<file path="src/rtl/mips_alu_stage.sv">
// Execute-stage slice of a multicycle MIPS datapath: a combinational ALU with ALUOut and PC registers.
// Define MIPS_ALU_OVF_EN to add the combinational signed-overflow output.
module mips_alu_stage #(
    parameter int               WIDTH    = 32,
    parameter logic [WIDTH-1:0] PC_RESET = '0
) (
    input  logic             clk,
    input  logic             reset,
    input  logic [WIDTH-1:0] srcA,
    input  logic [WIDTH-1:0] srcB,
    input  logic [2:0]       aluControl,
    output logic [WIDTH-1:0] ALUResult,
    output logic             zeroFlag,
    output logic [WIDTH-1:0] ALUOut,
    input  logic             pcEn,
    input  logic [WIDTH-1:0] pcNext,
    output logic [WIDTH-1:0] pc
`ifdef MIPS_ALU_OVF_EN
    ,
    output logic             overflow
`endif
);

    logic [WIDTH-1:0] b_eff_s;
    logic [WIDTH-1:0] sum_s;
    logic             slt_s;
    logic [WIDTH-1:0] result_s;
    logic [WIDTH-1:0] aluout_d;
    logic [WIDTH-1:0] aluout_q;
    logic [WIDTH-1:0] pc_d;
    logic [WIDTH-1:0] pc_q;

    // Operand B inversion plus carry-in turns the adder into a subtractor for codes 1xx.
    always_comb begin
        b_eff_s = aluControl[2] ? ~srcB : srcB;
        sum_s   = srcA + b_eff_s + {{(WIDTH-1){1'b0}}, aluControl[2]};
        slt_s   = ($signed(srcA) < $signed(srcB));
    end

    // Operation select.
    always_comb begin
        result_s = {WIDTH{1'b0}};
        case (aluControl[1:0])
            2'b00:   result_s = srcA & b_eff_s;
            2'b01:   result_s = srcA | b_eff_s;
            2'b10:   result_s = sum_s;
            2'b11:   result_s = aluControl[2] ? {{(WIDTH-1){1'b0}}, slt_s} : {WIDTH{1'b0}};
            default: result_s = {WIDTH{1'b0}};
        endcase
    end

    assign ALUResult = result_s;
    assign zeroFlag  = ~(|result_s);

`ifdef MIPS_ALU_OVF_EN
    // Signed overflow of the add/subtract path; b_eff_s already carries the subtract inversion.
    always_comb begin
        overflow = 1'b0;
        case (aluControl)
            3'b010:  overflow = (srcA[WIDTH-1] == srcB[WIDTH-1]) && (sum_s[WIDTH-1] != srcA[WIDTH-1]);
            3'b110:  overflow = (srcA[WIDTH-1] != srcB[WIDTH-1]) && (sum_s[WIDTH-1] != srcA[WIDTH-1]);
            default: overflow = 1'b0;
        endcase
    end
`endif

    // Next-state for ALUOut (always loads) and PC (loads only when enabled).
    always_comb begin
        aluout_d = result_s;
        if (pcEn) begin
            pc_d = pcNext;
        end else begin
            pc_d = pc_q;
        end
    end

    // State registers with synchronous active-low reset taking priority over loading.
    always_ff @(posedge clk) begin
        if (!reset) begin
            aluout_q <= {WIDTH{1'b0}};
            pc_q     <= PC_RESET;
        end else begin
            aluout_q <= aluout_d;
            pc_q     <= pc_d;
        end
    end

    assign ALUOut = aluout_q;
    assign pc     = pc_q;

endmodule

</file>
<file path="config.mk">
export PLATFORM = sky130hd
export DESIGN_NAME = mips_alu_stage
export DESIGN_NICKNAME = d
export VERILOG_FILES = /design/src/rtl/mips_alu_stage.sv
export SDC_FILE = /design/constraint.sdc
export NUM_CORES = 1
export LEC_CHECK = 0
export ABC_AREA = 1
export CORE_UTILIZATION = 53
export DETAILED_ROUTE_END_ITERATION = 10
export GPL_ROUTABILITY_DRIVEN = 0
export PLACE_DENSITY_LB_ADDON = 0.12
export SLEW_MARGIN = 20
export SYNTH_ARGS = -nofsm -noshare
export SYNTH_HDL_FRONTEND = slang
export SYNTH_SLANG_ARGS = --single-unit
</file>
<file path="constraint.sdc">
create_clock -name clk -period 10 [get_ports clk]
set_input_delay 2.5 -clock clk [delete_from_list [all_inputs] [get_ports clk]]
set_output_delay 2.5 -clock clk [all_outputs]
set_load 0.005 [all_outputs]
</file>
==> run_results.csv, run 1 <==
group,metric,value,unit
status,run_status,"completed",
global_route,grt_max_degree,35,
global_route,globalRoute.totalOverflow,0,
setup_path,worst_ep_arrival_time,6340,ps
setup_path,critPathRequiredTime,7500,ps
timing,layout_worst_path_cycle_share,88.4,%
final_layout,antenna_diode_count,0,
synthesis,synth_top_cell_by_area,"sky130_fd_sc_hd__dfxtp_1",
final_layout,fin_area,9410,um^2
die,core_region_area,12700,um^2
detailed_routing,vias_per_cell,5.17,
final_layout,flow.area_growth_from_synthesis,35.9,%
power_and_ir_drop,pwr-share-seq,24.4,%
clock_tree,cts.clk_slew.worst_paths,60,ps
timing,fin_skew,0,ps
synthesis,synth_area,6930,um^2
setup_path,crit_top_cell,"sky130_fd_sc_hd__nand2_1",
global_route,number_of_global_route_vias_before_repair,7112,
global_route,grt_util_all_layers,31.9,%
power_and_ir_drop,worst_ir_drop_vdd,0.0000778,V
clock_tree,cts_root_buf,"sky130_fd_sc_hd__clkbuf_16",
synthesis,synth_ff_type,"sky130_fd_sc_hd__dfxtp_1",
setup_path,critical_path.max_fanout,30,
die,floorplan.die.width,116,um
detailed_routing,drt_iter0_drc,591,
synthesis,syn_area_per_cell,6.05,um^2
clock_tree,clk_latency,330,ps
setup_path,critPathCaptureType,"output pin",
timing,final-setup-viol-count,0,
final_layout,num-nets-final,1533,
die,num_rows,41,
setup_path,worst_path_max_delay_cell,"sky130_fd_sc_hd__buf_2",
timing,timing_hold_violations_final,0,
placement,dp_worst_setup_slack,1270,ps
power_and_ir_drop,power_switching,0.416,mW
synthesis,synth_instances,1145,
synthesis,post-synth-top-count-cell,"sky130_fd_sc_hd__nand2_1",
timing,timing.max_slew.rel_slack,25.9,%
global_route,grt_first_pass_wirelength,33.7,mm
die,effective_utilization_at_floorplan,54.7,%
synthesis,post_synth_num_cell_types,38,
synthesis,synth_seq_area_share,18.5,%
placement,post_dp_cell_area,9060,um^2
run,timing.max_cap.violations,0,
clock_tree,cts-root-to-sink-buffers,2,
setup_path,timing.critical_path.from_type,"input port",
clock_tree,postCtsSetupRepairBufs,0,
synthesis,post_synth_main_area_contributors,"sky130_fd_sc_hd__dfxtp_1, sky130_fd_sc_hd__ha_1, sky130_fd_sc_hd__nand2_1",
timing,holdWs,500,ps
synthesis,synthesis.yosys.warnings,0,
final_layout,fraction_of_layout_instances_using_a_drive_strength_above_1,6.56,%
clock_tree,cts_resized,0,
power_and_ir_drop,comb_power_share,42.7,%
setup_path,critPathKind,"input port to output pin",
detailed_routing,drc,0,
timing,clock.fmax,0.113,GHz
clock_tree,cts_max_level,3,
detailed_routing,routed_wl,21.5,mm
timing,finalSetupTns,0,ps
timing,setup_ws,1160,ps
setup_path,critPathTopFamily,"simple AND/OR/NAND/NOR gates",
clock_tree,cts_sinks,64,
power_and_ir_drop,p_sw_share,36.0,%
synthesis,yosys_register_bits,64,
setup_path,worst_path_largest_cell_delay,740,ps
final_layout,filler_cell_count,1068,
placement,port_buffers,198,
timing,worst_slew_pin_slew,1110,ps
detailed_routing,detail-route-antenna-nets,0,
power_and_ir_drop,p_per_area,123,nW/um^2
die,area_of_the_die,13500,um^2
die,chipHeight,116,um
final_layout,layout.core_utilization,74.3,%
synthesis,syn_nets,1342,
setup_path,critical_path.n_buffers_inverters,3,
setup_path,worst-r2r-setup-slack,9330,ps
clock_tree,cts-buffers-inserted,9,
timing,rsz_0062_raised_after_global_routing,"false",
power_and_ir_drop,cellLeakagePower,4.89,nW
detailed_routing,drt-wirelength-per-cell,14.2,um
power_and_ir_drop,internal_power,0.740,mW
detailed_routing,route.vias.total,7827,
clock_tree,hold_buffers,0,
worst_hold_path,min_path_type,"flop to flop",
placement,dp_hpwl,17.1,mm
die,design.portCount,199,
synthesis,synth_top_cell_area_share,18.5,%
timing,slew_violations,0,
synthesis,asyncSetResetFlopFracSynth,0,%
clock_tree,cts_tree,"done",
global_route,grt_antenna_before_repair,0,
power_and_ir_drop,power.clock.fraction,32.8,%
setup_path,crit_chain,"buf_2, xnor2_1, ha_1, nand2_1, nand2_1, inv_1, nor2_1, nor2_1, nand2_1, nand2_1, nand2_1, nand2_1, nand3_1, o21ai_1, nor2_1, nand3_1, nor2_1, nand2_1, nor2_1, clkdlybuf4s50_1",
timing,period_minus_slack,8840,ps
detailed_routing,drt_pass1_iterations,6,
synthesis,synth_enable_flop_cells,0,
synthesis,synth_commonest_cells,"sky130_fd_sc_hd__nand2_1, sky130_fd_sc_hd__inv_1, sky130_fd_sc_hd__nor2_1, sky130_fd_sc_hd__ha_1, sky130_fd_sc_hd__dfxtp_1",
[layout by cell type, fill, tap and decap left out, types with 6 or more instances in the layout]
cell | netlist | layout
sky130_fd_sc_hd__a21oi_1 | 58 | 58
sky130_fd_sc_hd__a31oi_1 | 7 | 7
sky130_fd_sc_hd__clkbuf_16 | 0 | 9
sky130_fd_sc_hd__clkdlybuf4s50_1 | 0 | 197
sky130_fd_sc_hd__dfxtp_1 | 64 | 64
sky130_fd_sc_hd__ha_1 | 94 | 94
sky130_fd_sc_hd__inv_1 | 233 | 233
sky130_fd_sc_hd__inv_2 | 11 | 11
sky130_fd_sc_hd__nand2_1 | 258 | 258
sky130_fd_sc_hd__nand2_2 | 16 | 16
sky130_fd_sc_hd__nand3_1 | 50 | 50
sky130_fd_sc_hd__nand3_2 | 13 | 13
sky130_fd_sc_hd__nand4_1 | 12 | 12
sky130_fd_sc_hd__nor2_1 | 152 | 152
sky130_fd_sc_hd__nor2_2 | 9 | 9
sky130_fd_sc_hd__nor3_1 | 6 | 6
sky130_fd_sc_hd__o21ai_0 | 58 | 58
sky130_fd_sc_hd__o22ai_1 | 15 | 15
sky130_fd_sc_hd__or2_2 | 7 | 7
sky130_fd_sc_hd__xnor2_1 | 31 | 31
[power by group through the flow]
stage	clock [mW]	sequential [mW]	combinational [mW]
3_3_place_gp	0	0.287	0.476
2_1_floorplan	0	0.291	0.281
3_5_place_dp	0	0.288	0.485
5_1_grt	0.390	0.284	0.548
6_report	0.379	0.282	0.494
4_1_cts	0.380	0.283	0.489
[worst paths after layout]
kind / startpoint / endpoint / cells past startpoint
hold / removal: pc[7] / pc[7] / 2
setup / recovery: aluControl[2] / zeroFlag / 20
hold reg to reg: pc[7] / pc[7] / 2
setup reg to reg: pc[22] / pc[22] / 2
[per-stage QoR]
| stage | instances | power (mW) |
|---|---|---|
| after global routing | 1513 | 1.22 |
| after CTS | 1513 | 1.15 |
| after global placement | 1497 | 0.764 |
| after detailed placement | 1497 | 0.773 |
| after floorplan | 1145 | 0.571 |
| final | 1513 | 1.16 |
[registers in the layout, summed over array words and instances (netlist names)]
signal / count
ALUOut: 32
pc: 32
[final cells by class]
class                           count  area [um^2]  area share (%)
Multi-Input combinational cell    812         4620            49.1
Timing Repair Buffer              203         2010            21.4
Sequential cell                    64         1280            13.6
Inverter                          246          923            9.81
Clock buffer                        9          225            2.39
Tap cell                          172          215            2.29
Clock inverter                      7          128            1.36
[logic make-up after synthesis]
group	count (synthesis)	synth area share [%]
and+or+nand+nor	533	33.6
AOI/OAI and AO/OA	153	12.0
DFF	64	18.5
adders and majority gates	95	17.3
xor gates and xnor gates	31	3.92
buffers and inverters	269	14.8
[per-layer routing]
metal	global-route usage, %	vias up	part of all wire (%)
li1	-	3923	-
met1	39.1	3470	41
met2	52.9	360	46
met3	7.21	74	9.2
met4	14.7	0	3.9
met5	0	-	0
[worst reg2reg max path: cells and delay by family, from the launching register on]
family	cells	cell delay, ps
AO/OA/AOI/OAI	1	180
flip-flops	1	300
AND/OR/NAND/NOR	1	70
(Power assumes the default switching activity.)
==> run 2: changes to the inputs <==
--- a/config.mk
+++ b/config.mk
@@ -6,6 +6,7 @@
 export NUM_CORES = 1
 export LEC_CHECK = 0
 export ABC_AREA = 1
+export CORE_MARGIN = 2
 export CORE_UTILIZATION = 53
 export DETAILED_ROUTE_END_ITERATION = 10
 export GPL_ROUTABILITY_DRIVEN = 0
==> run 2 against run 1 <==
Clock-buffer cell count unchanged. Register-to-register slack got worse by 70 ps. Critical path type unchanged. Cell count unchanged.
==> run_results.csv, run 2 (synthesized netlist as in run 1, its figures left out) <==
group,metric,value,unit
setup_path,critical_path.reg2reg.endpoint,"pc[20]",
timing,layout_worst_path_cycle_share,88.0,%
worst_hold_path,min_path_type,"flop to flop",
clock_tree,cts_sinks,64,
global_route,grt_first_pass_wirelength,34.9,mm
final_layout,fin_area,9390,um^2
die,num_rows,41,
clock_tree,postCtsSetupRepairBufs,0,
timing,slew_violations,0,
die,effective_utilization_at_floorplan,54.7,%
clock_tree,cts_tree,"done",
setup_path,critical_path.max_fanout,30,
timing,fin_skew,0,ps
placement,dp_worst_setup_slack,1280,ps
global_route,number_of_global_route_vias_before_repair,7263,
power_and_ir_drop,worst_ir_drop_vdd,0.0000859,V
timing,rsz_0062_raised_after_global_routing,"false",
timing,period_minus_slack,8800,ps
clock_tree,cts-root-to-sink-buffers,2,
die,area_of_the_die,14000,um^2
clock_tree,clk_latency,330,ps
timing,holdWs,503,ps
placement,port_buffers,198,
final_layout,num-nets-final,1533,
setup_path,reg2regPathDepth,2,
setup_path,worst-r2r-setup-slack,9260,ps
final_layout,commonest_cells_after_routing_fill_and_taps_aside,"sky130_fd_sc_hd__nand2_1, sky130_fd_sc_hd__inv_1, sky130_fd_sc_hd__clkdlybuf4s50_1",
setup_path,crit-reg2reg-launch,"pc[20]",
worst_hold_path,min-delay-start,"pc[19]",
detailed_routing,detail-route-antenna-nets,0,
timing,finalSetupTns,0,ps
worst_hold_path,worstHoldPathCells,2,
worst_hold_path,hold_path_sink,"pc[19]",
setup_path,critPathRequiredTime,7500,ps
placement,dp_hpwl,17.2,mm
setup_path,timing.critical_path.from_type,"input port",
timing,timing.max_slew.rel_slack,24.8,%
detailed_routing,drt-wirelength-per-cell,14.2,um
global_route,globalRoute.totalOverflow,0,
run,timing.max_cap.violations,0,
die,core_region_area,12700,um^2
placement,post_dp_cell_area,9060,um^2
clock_tree,cts_root_buf,"sky130_fd_sc_hd__clkbuf_16",
timing,setup_ws,1200,ps
power_and_ir_drop,cellLeakagePower,4.87,nW
die,chipHeight,118,um
global_route,grt_max_degree,35,
final_layout,filler_cell_count,1074,
timing,clock.fmax,0.114,GHz
final_layout,antenna_diode_count,0,
die,design.portCount,199,
setup_path,critPathKind,"input port to output pin",
final_layout,flow.area_growth_from_synthesis,35.5,%
detailed_routing,drt_iter0_drc,632,
clock_tree,cts_resized,0,
final_layout,mostFrequentLayoutCell,"sky130_fd_sc_hd__nand2_1",
global_route,grt_antenna_before_repair,0,
detailed_routing,routed_wl,21.4,mm
timing,final-setup-viol-count,0,
setup_path,critPathCaptureType,"output pin",
setup_path,worst_ep_arrival_time,6300,ps
power_and_ir_drop,p_per_area,120,nW/um^2
timing,worst_slew_pin_slew,1130,ps
clock_tree,cts-buffers-inserted,9,
detailed_routing,vias_per_cell,5.13,
detailed_routing,route.vias.total,7755,
timing,timing_hold_violations_final,0,
global_route,grt_util_all_layers,30.6,%
clock_tree,hold_buffers,0,
detailed_routing,drt_pass1_iterations,5,
detailed_routing,drc,0,
die,floorplan.die.width,118,um
final_layout,fraction_of_layout_instances_using_a_drive_strength_above_1,6.56,%
status,run_status,"completed",
clock_tree,cts_max_level,3,
clock_tree,cts.clk_slew.worst_paths,50,ps
setup_path,worst_setup_path_startpoint,"aluControl[2]",
## run 2: cell types whose count changed in the layout (fill, tap and decap cells not counted)
cell | previous run | this run
sky130_fd_sc_hd__bufinv_16 | 3 | 2
sky130_fd_sc_hd__clkinv_4 | 2 | 3
sky130_fd_sc_hd__clkinvlp_4 | 0 | 1
sky130_fd_sc_hd__inv_6 | 1 | 0
## run 2: layout make-up
| class | count | area [um^2] | area share, % |
|---|---|---|---|
| clock inverters | 7 | 105 | 1.12 |
| inverters | 246 | 923 | 9.84 |
| multi-input cells | 812 | 4620 | 49.2 |
| clock buffers | 9 | 225 | 2.40 |
| repair buffers | 203 | 2010 | 21.5 |
| well taps | 172 | 215 | 2.29 |
| flip-flops and latches | 64 | 1280 | 13.6 |
## run 2: worst max-delay path, cell delays in order
cell and delay [ps]:
sky130_fd_sc_hd__buf_2 710, sky130_fd_sc_hd__xnor2_1 220, sky130_fd_sc_hd__ha_1 420, sky130_fd_sc_hd__nand2_1 120, sky130_fd_sc_hd__clkinv_1 70, sky130_fd_sc_hd__nand3_2 80
sky130_fd_sc_hd__nand2_2 140, sky130_fd_sc_hd__nand2_1 70, sky130_fd_sc_hd__nand2_1 180, sky130_fd_sc_hd__nand2_1 120, sky130_fd_sc_hd__nand2_1 110, sky130_fd_sc_hd__nand2_1 50
sky130_fd_sc_hd__nand3_1 70, sky130_fd_sc_hd__o21ai_1 60, sky130_fd_sc_hd__nor2_1 230, sky130_fd_sc_hd__nand3_1 180, sky130_fd_sc_hd__nor2_1 190, sky130_fd_sc_hd__nand2_1 120
sky130_fd_sc_hd__nor2_1 120, sky130_fd_sc_hd__clkdlybuf4s50_1 510
## run 2: stage by stage
| step | total power, mW | utilization [%] | std cells |
|---|---|---|---|
| 6_report | 1.13 | 74.1 | 1513 |
| 5_1_grt | 1.20 | 74.1 | 1513 |
| 4_1_cts | 1.12 | 74.1 | 1513 |
| 3_5_place_dp | 0.772 | 71.5 | 1497 |
| 3_3_place_gp | 0.763 | 71.5 | 1497 |
| 2_1_floorplan | 0.571 | - | 1145 |
## run 2: worst max path at each step
stage,endpoint,slack [ps],cells past startpoint
floorplan,zeroFlag,2550,20
global placement,zeroFlag,1310,20
detailed placement,zeroFlag,1280,20
CTS,zeroFlag,1290,20
global route,zeroFlag,850,20
finish,zeroFlag,1200,20
## run 2: where the power goes
group	internal, mW	switching [mW]	leakage, nW
clock	0.221	0.131	0.158
sequential	0.276	0.00692	0.531
combinational	0.217	0.275	4.19
total	0.714	0.413	4.87
## run 2: metal layers
metal	track usage (%)	part of all wire [%]	up-vias
met4	13.4	4.0	0
li1	-	-	3924
met2	50.8	45	340
met3	6.13	8.6	62
met1	38.4	43	3429
met5	0	0	-
